<file path="src/rtl/control_sequencer.sv">
// Fetch/decode/execute controller for the 4-bit computer, plus the program-load mode.
// Latency: 3 clocks per instruction (FETCH, DECODE, EXEC); strobes are combinational from state/IR/flags.
// Backpressure: none; START/STOP/PRGM are sampled only in HALT/EXEC/PROG and the datapath is never stalled.
module control_sequencer #(
    parameter int ADDR_W = 4,
    parameter int DATA_W = 8
) (
    input  logic              CLK,
    input  logic              RESET_N,
    input  logic              START,
    input  logic              STOP,
    input  logic              PRGM,
    input  logic              PRGM_WR,
    input  logic [ADDR_W-1:0] PRGM_ADDR,
    input  logic [DATA_W-1:0] INSTR,
    input  logic              ZERO,
    input  logic              CARRY,
    output logic              PC_EN,
    output logic              PC_WE,
    output logic              PC_PRGM,
    output logic [ADDR_W-1:0] PC_IN,
    output logic              ADDR_SEL,
    output logic              MEM_RD,
    output logic              MEM_WE,
    output logic              ACC_LD,
    output logic              FLAG_LD,
    output logic [1:0]        ALU_OP,
    output logic              OUT_LD,
    output logic              HALTED,
    output logic              ILLEGAL
);

    localparam logic [2:0] ST_HALT   = 3'd0;
    localparam logic [2:0] ST_PROG   = 3'd1;
    localparam logic [2:0] ST_FETCH  = 3'd2;
    localparam logic [2:0] ST_DECODE = 3'd3;
    localparam logic [2:0] ST_EXEC   = 3'd4;

    localparam logic [1:0] ALU_PASS = 2'b00;
    localparam logic [1:0] ALU_ADD  = 2'b01;
    localparam logic [1:0] ALU_SUB  = 2'b10;
    localparam logic [1:0] ALU_IMM  = 2'b11;

    logic [2:0]        state;
    logic [2:0]        state_nxt;
    logic [DATA_W-1:0] ir;
    logic [3:0]        opcode;
    logic [ADDR_W-1:0] operand;

    assign opcode  = ir[DATA_W-1 -: 4];
    assign operand = ir[ADDR_W-1:0];

    always_ff @(posedge CLK or negedge RESET_N) begin
        if (!RESET_N) begin
            state <= ST_HALT;
            ir    <= '0;
        end else begin
            state <= state_nxt;
            if (state == ST_FETCH) begin
                ir <= INSTR;
            end
        end
    end

    // PROG exits through its own PRGM=0 cycle, which is the PC rewind cycle.
    always_comb begin
        state_nxt = state;
        case (state)
            ST_HALT: begin
                if (PRGM)       state_nxt = ST_PROG;
                else if (START) state_nxt = ST_FETCH;
            end
            ST_PROG: begin
                if (!PRGM) state_nxt = ST_HALT;
            end
            ST_FETCH:  state_nxt = ST_DECODE;
            ST_DECODE: state_nxt = ST_EXEC;
            ST_EXEC: begin
                if (opcode == 4'hF || STOP) state_nxt = ST_HALT;
                else                        state_nxt = ST_FETCH;
            end
            default:   state_nxt = ST_HALT;
        endcase
    end

    always_comb begin
        PC_EN    = 1'b0;
        PC_WE    = 1'b0;
        PC_PRGM  = 1'b0;
        PC_IN    = '0;
        ADDR_SEL = 1'b0;
        MEM_RD   = 1'b0;
        MEM_WE   = 1'b0;
        ACC_LD   = 1'b0;
        FLAG_LD  = 1'b0;
        ALU_OP   = ALU_PASS;
        OUT_LD   = 1'b0;
        HALTED   = 1'b0;
        ILLEGAL  = 1'b0;
        case (state)
            ST_HALT: HALTED = 1'b1;
            ST_PROG: begin
                if (PRGM) begin
                    PC_PRGM = 1'b1;
                    PC_IN   = PRGM_ADDR;
                    MEM_WE  = PRGM_WR;
                end else begin
                    PC_WE = 1'b1;
                end
            end
            ST_FETCH: begin
                MEM_RD = 1'b1;
                PC_EN  = 1'b1;
            end
            ST_EXEC: begin
                case (opcode)
                    4'h0: ;
                    4'h1: begin
                        MEM_RD   = 1'b1;
                        ADDR_SEL = 1'b1;
                        ACC_LD   = 1'b1;
                        ALU_OP   = ALU_PASS;
                    end
                    4'h2, 4'h3: begin
                        MEM_RD   = 1'b1;
                        ADDR_SEL = 1'b1;
                        ACC_LD   = 1'b1;
                        FLAG_LD  = 1'b1;
                        ALU_OP   = (opcode == 4'h2) ? ALU_ADD : ALU_SUB;
                    end
                    4'h4: begin
                        MEM_WE   = 1'b1;
                        ADDR_SEL = 1'b1;
                    end
                    4'h5: begin
                        ACC_LD = 1'b1;
                        ALU_OP = ALU_IMM;
                    end
                    4'h6, 4'h7, 4'h8: begin
                        if (opcode == 4'h6 || (opcode == 4'h7 && ZERO) || (opcode == 4'h8 && CARRY)) begin
                            PC_WE = 1'b1;
                            PC_IN = operand;
                        end
                    end
                    4'hE: OUT_LD = 1'b1;
                    4'hF: ;
                    default: ILLEGAL = 1'b1;
                endcase
            end
            default: ;
        endcase
    end

endmodule

</file>
<file path="config.mk">
export PLATFORM = sky130hd
export DESIGN_NAME = control_sequencer
export DESIGN_NICKNAME = d
export VERILOG_FILES = /design/src/rtl/control_sequencer.sv
export SDC_FILE = /design/constraint.sdc
export NUM_CORES = 1
export LEC_CHECK = 0
export ABC_AREA = 1
export CORE_UTILIZATION = 35
export CTS_BUF_LIST = sky130_fd_sc_hd__clkbuf_8
export CTS_CLUSTER_DIAMETER = 60
export DETAILED_ROUTE_END_ITERATION = 8
export GPL_TIMING_DRIVEN = 0
export PLACE_DENSITY_LB_ADDON = 0.25
export SLEW_MARGIN = 20
export SYNTH_ARGS = -nofsm -noshare
export SYNTH_HDL_FRONTEND = slang
export SYNTH_SLANG_ARGS = --single-unit
</file>
<file path="constraint.sdc">
create_clock -name CLK -period 3.6 [get_ports CLK]
set_clock_uncertainty 0.15 [all_clocks]
set_input_delay 0.72 -clock CLK [delete_from_list [all_inputs] [get_ports CLK]]
set_output_delay 0.72 -clock CLK [all_outputs]
set_load 0.05 [all_outputs]
</file>
==> flow_summary.toml, run 1 <==
[outcome]
status = "finished, final reports clean"

[die]
coreArea_um2 = 1942
die-area_um2 = 2244
die_w_um = 47.38
rows = 16
start_util_pct = 37.11
ioPinCount = 37
dieHeight_um = 47.38

[global_routing]
use_met1_pct = 26.43
grt_start_max_net_pins = 12
use_met2_pct = 30.96
busiest_layer = "met2"
gr-usage-met3_pct = 3.077
grt_pass1_vias = 709
overflow = 0
antenna_found_initial = 0
grt_pass1_wl_um = 3042
gr-usage-all-layers_pct = 19.37

[logic_synthesis]
yosysSeqAreaShare_pct = 38.19
ys_ff_latch = 11
yosys-top-cells-area = "dfrtp_1 38%, nand2_1 20%, nand3_1 9.7%"
synth.top_cell.area_share_pct = 38.19
syn_inst = 108
synth_area_um2 = 720.7
synth_nets = 128
ys_types = 17
yosysTopAreaCell = "dfrtp_1"
ys_warn_count = 0
syn_area_per_cell_um2 = 6.673

[timing]
period_share_pct = 95.33
slew_violations = 0
hold-worst-slack_ns = 0.3281
rsz0062_at_grt = "false"
setup_violations = 0
slew-limit-headroom_pct = 66.52
period_needed_ns = 3.432
worst_pin_slew_ns = 0.5006
fmax_ghz = 0.2914
final_hold_viol_count = 0
setup_tns_ns = 0

[placement]
port_buffers = 36
gp_congestion = 0.8926
hpwl_um = 1460
post_dp_cell_area_um2 = 1115

[worst_setup_path]
critical_path_arrival_ns = 2.56
timing.rr.end = "ir[5]$_DFFE_PN0P_"
reg2reg_slack_ns = 2.33
critPathCaptureType = "primary output"
worstPathRequired_ns = 2.73
startpoint = "PRGM"
cp-start-kind = "input port"
critPathMaxFanout = 6
crit_slowest_cell = "clkdlybuf4s50_1"
r2r_start = "state[2]$_DFFE_PN0P_"
reg2reg_depth = 6
crit_chain = "clkdlybuf4s50_1, nand4_1, inv_1, nand2_1, nand2_1, clkdlybuf4s50_1"
crit_type = "in2out"
slowest_delay_ns = 0.79

[finish]
seq_area_um2 = 275.3
area_delta_synth_final_pct = 60.94
antenna_cells = 0
drive_above_1_share_pct = 11.49
fillCellCount = 193
layout.nets = 169
multi_input_area_um2 = 372.9
fin_area_um2 = 1160

[clock_tree]
cts_num_sinks = 11
clockBufferDepth = 2
clk_latency_ns = 0.23
cts_root_buffer = "clkbuf_8"
path_clk_slew_ns = 0.05
cts_tree = "built"
cts_setup_buffers = 0
ctsHoldBuffers = 0
cts_resized = 0
cts_made_buffers = 3
cts_htree_levels = 1

[power_and_ir_drop]
ir_worst_vdd_uv = 501.7
powerDensity_nw_per_um2 = 761.4
power.total_mw = 0.8831
p_leak_nw = 0.5670

[route]
via_count = 804
drt_iter0_drc = 11
wl_per_cell_um = 10.38
first_pass_iters = 4
via_per_inst = 4.594
drtAntennaViolNets = 0
drc_errors = 0
wirelength_um = 1816

[flow_run]
maxCapViolations = 0

[min_path]
hp-start = "ir[0]$_DFFE_PN0P_"
whs_path_depth = 2
hold_end = "ir[0]$_DFFE_PN0P_"
hold_path_class = "reg2reg"
## how the worst max path moves through the flow
stage | to | slack (ns)
final | MEM_WE | 0.17
after global routing | PC_IN[0] | 0.06
after CTS | MEM_WE | 0.17
after detailed placement | MEM_WE | 0.17
after global placement | MEM_WE | 0.20
after floorplan | OUT_LD | 0.57
## registers in the layout, indices dropped and copies added (netlist names)
signal,cells
state,3
ir,8
## cell type report
cell class,count,share of cell area (%)
well taps,27,2.913
repair buffers,36,31.07
inverters,15,4.854
clock buffers,3,3.560
flip-flops and latches,11,23.73
multi-input cells,80,32.15
plain buffers,2,1.402
clock inverters,1,0.3236
## metal layers
layer	routed length, um	part of all wire, %
met3	89	4.9
met4	12	0.66
met2	902	50
met1	811	45
met5	0	0
## placed cells by master, fill, tap and decap left out
cell and count:
dfrtp_1 11, a21oi_1 3, inv_2 4, nor4_1 1
buf_6 1, nor2_2 2, nand3_1 14, o21ai_0 3
nand3_4 1, nor2_1 8, nand2_1 39, buf_2 1
nor3_1 3, clkbuf_8 3, inv_1 12, nand2_2 2
clkdlybuf4s50_1 36, o21ai_2 3, nand4_1 1
## cell families after synthesis
logic type / after synthesis / synth area share (%)
AO/OA/AOI/OAI: 9 / 7.812
buffers and inverters: 17 / 10.07
flip-flops: 11 / 38.19
AND/OR/NAND/NOR: 71 / 43.92
## stage by stage
stage               worst slack [ns]  std cells  utilization, %
detailed placement            0.1717        171           57.41
global route                 0.05673        175           59.73
CTS                           0.1679        175           59.73
global placement              0.1975        171           57.41
floorplan                     0.5722        108               -
finish                        0.1680        175           59.73
## where the power goes
group / internal [mW] / switching (mW) / leakage [nW]
combinational: 0.180 / 0.353 / 0.403
sequential: 0.183 / 0.0509 / 0.137
clock: 0.0745 / 0.0421 / 0.0269
## cells in the mapped netlist, drive strengths merged
| cell type | number |
|---|---|
| nor2 | 10 |
| nor3 | 3 |
| inv | 15 |
| nand2 | 41 |
| nor4 | 1 |
| nand4 | 1 |
| o21ai | 6 |
| nand3 | 15 |
| dfrtp | 11 |
| buf | 2 |
| a21oi | 3 |
## critical path: cells and delay by family
kind	cells	cell delay [ns]
AND/OR/NAND/NOR	3	0.33
buffers and inverters	3	1.51
Power figures use the tool's default switching activity.
==> run 2: changes to the inputs <==
Clock period 3.6 ns to 4.4 ns, I/O delays scaled along.
==> results of run 2 <==
Same layout as run 1 (identical final DEF). Status: finished, final reports clean.
Main changes from that run: setup slack after placement 0.1717 ns -> 0.6517 ns; setup slack after layout 0.1680 ns -> 0.6480 ns; register-to-register setup slack 2.33 ns -> 3.13 ns; total power 0.8831 mW -> 0.7225 mW; worst IR drop on VDD 501.7 uV -> 410.4 uV
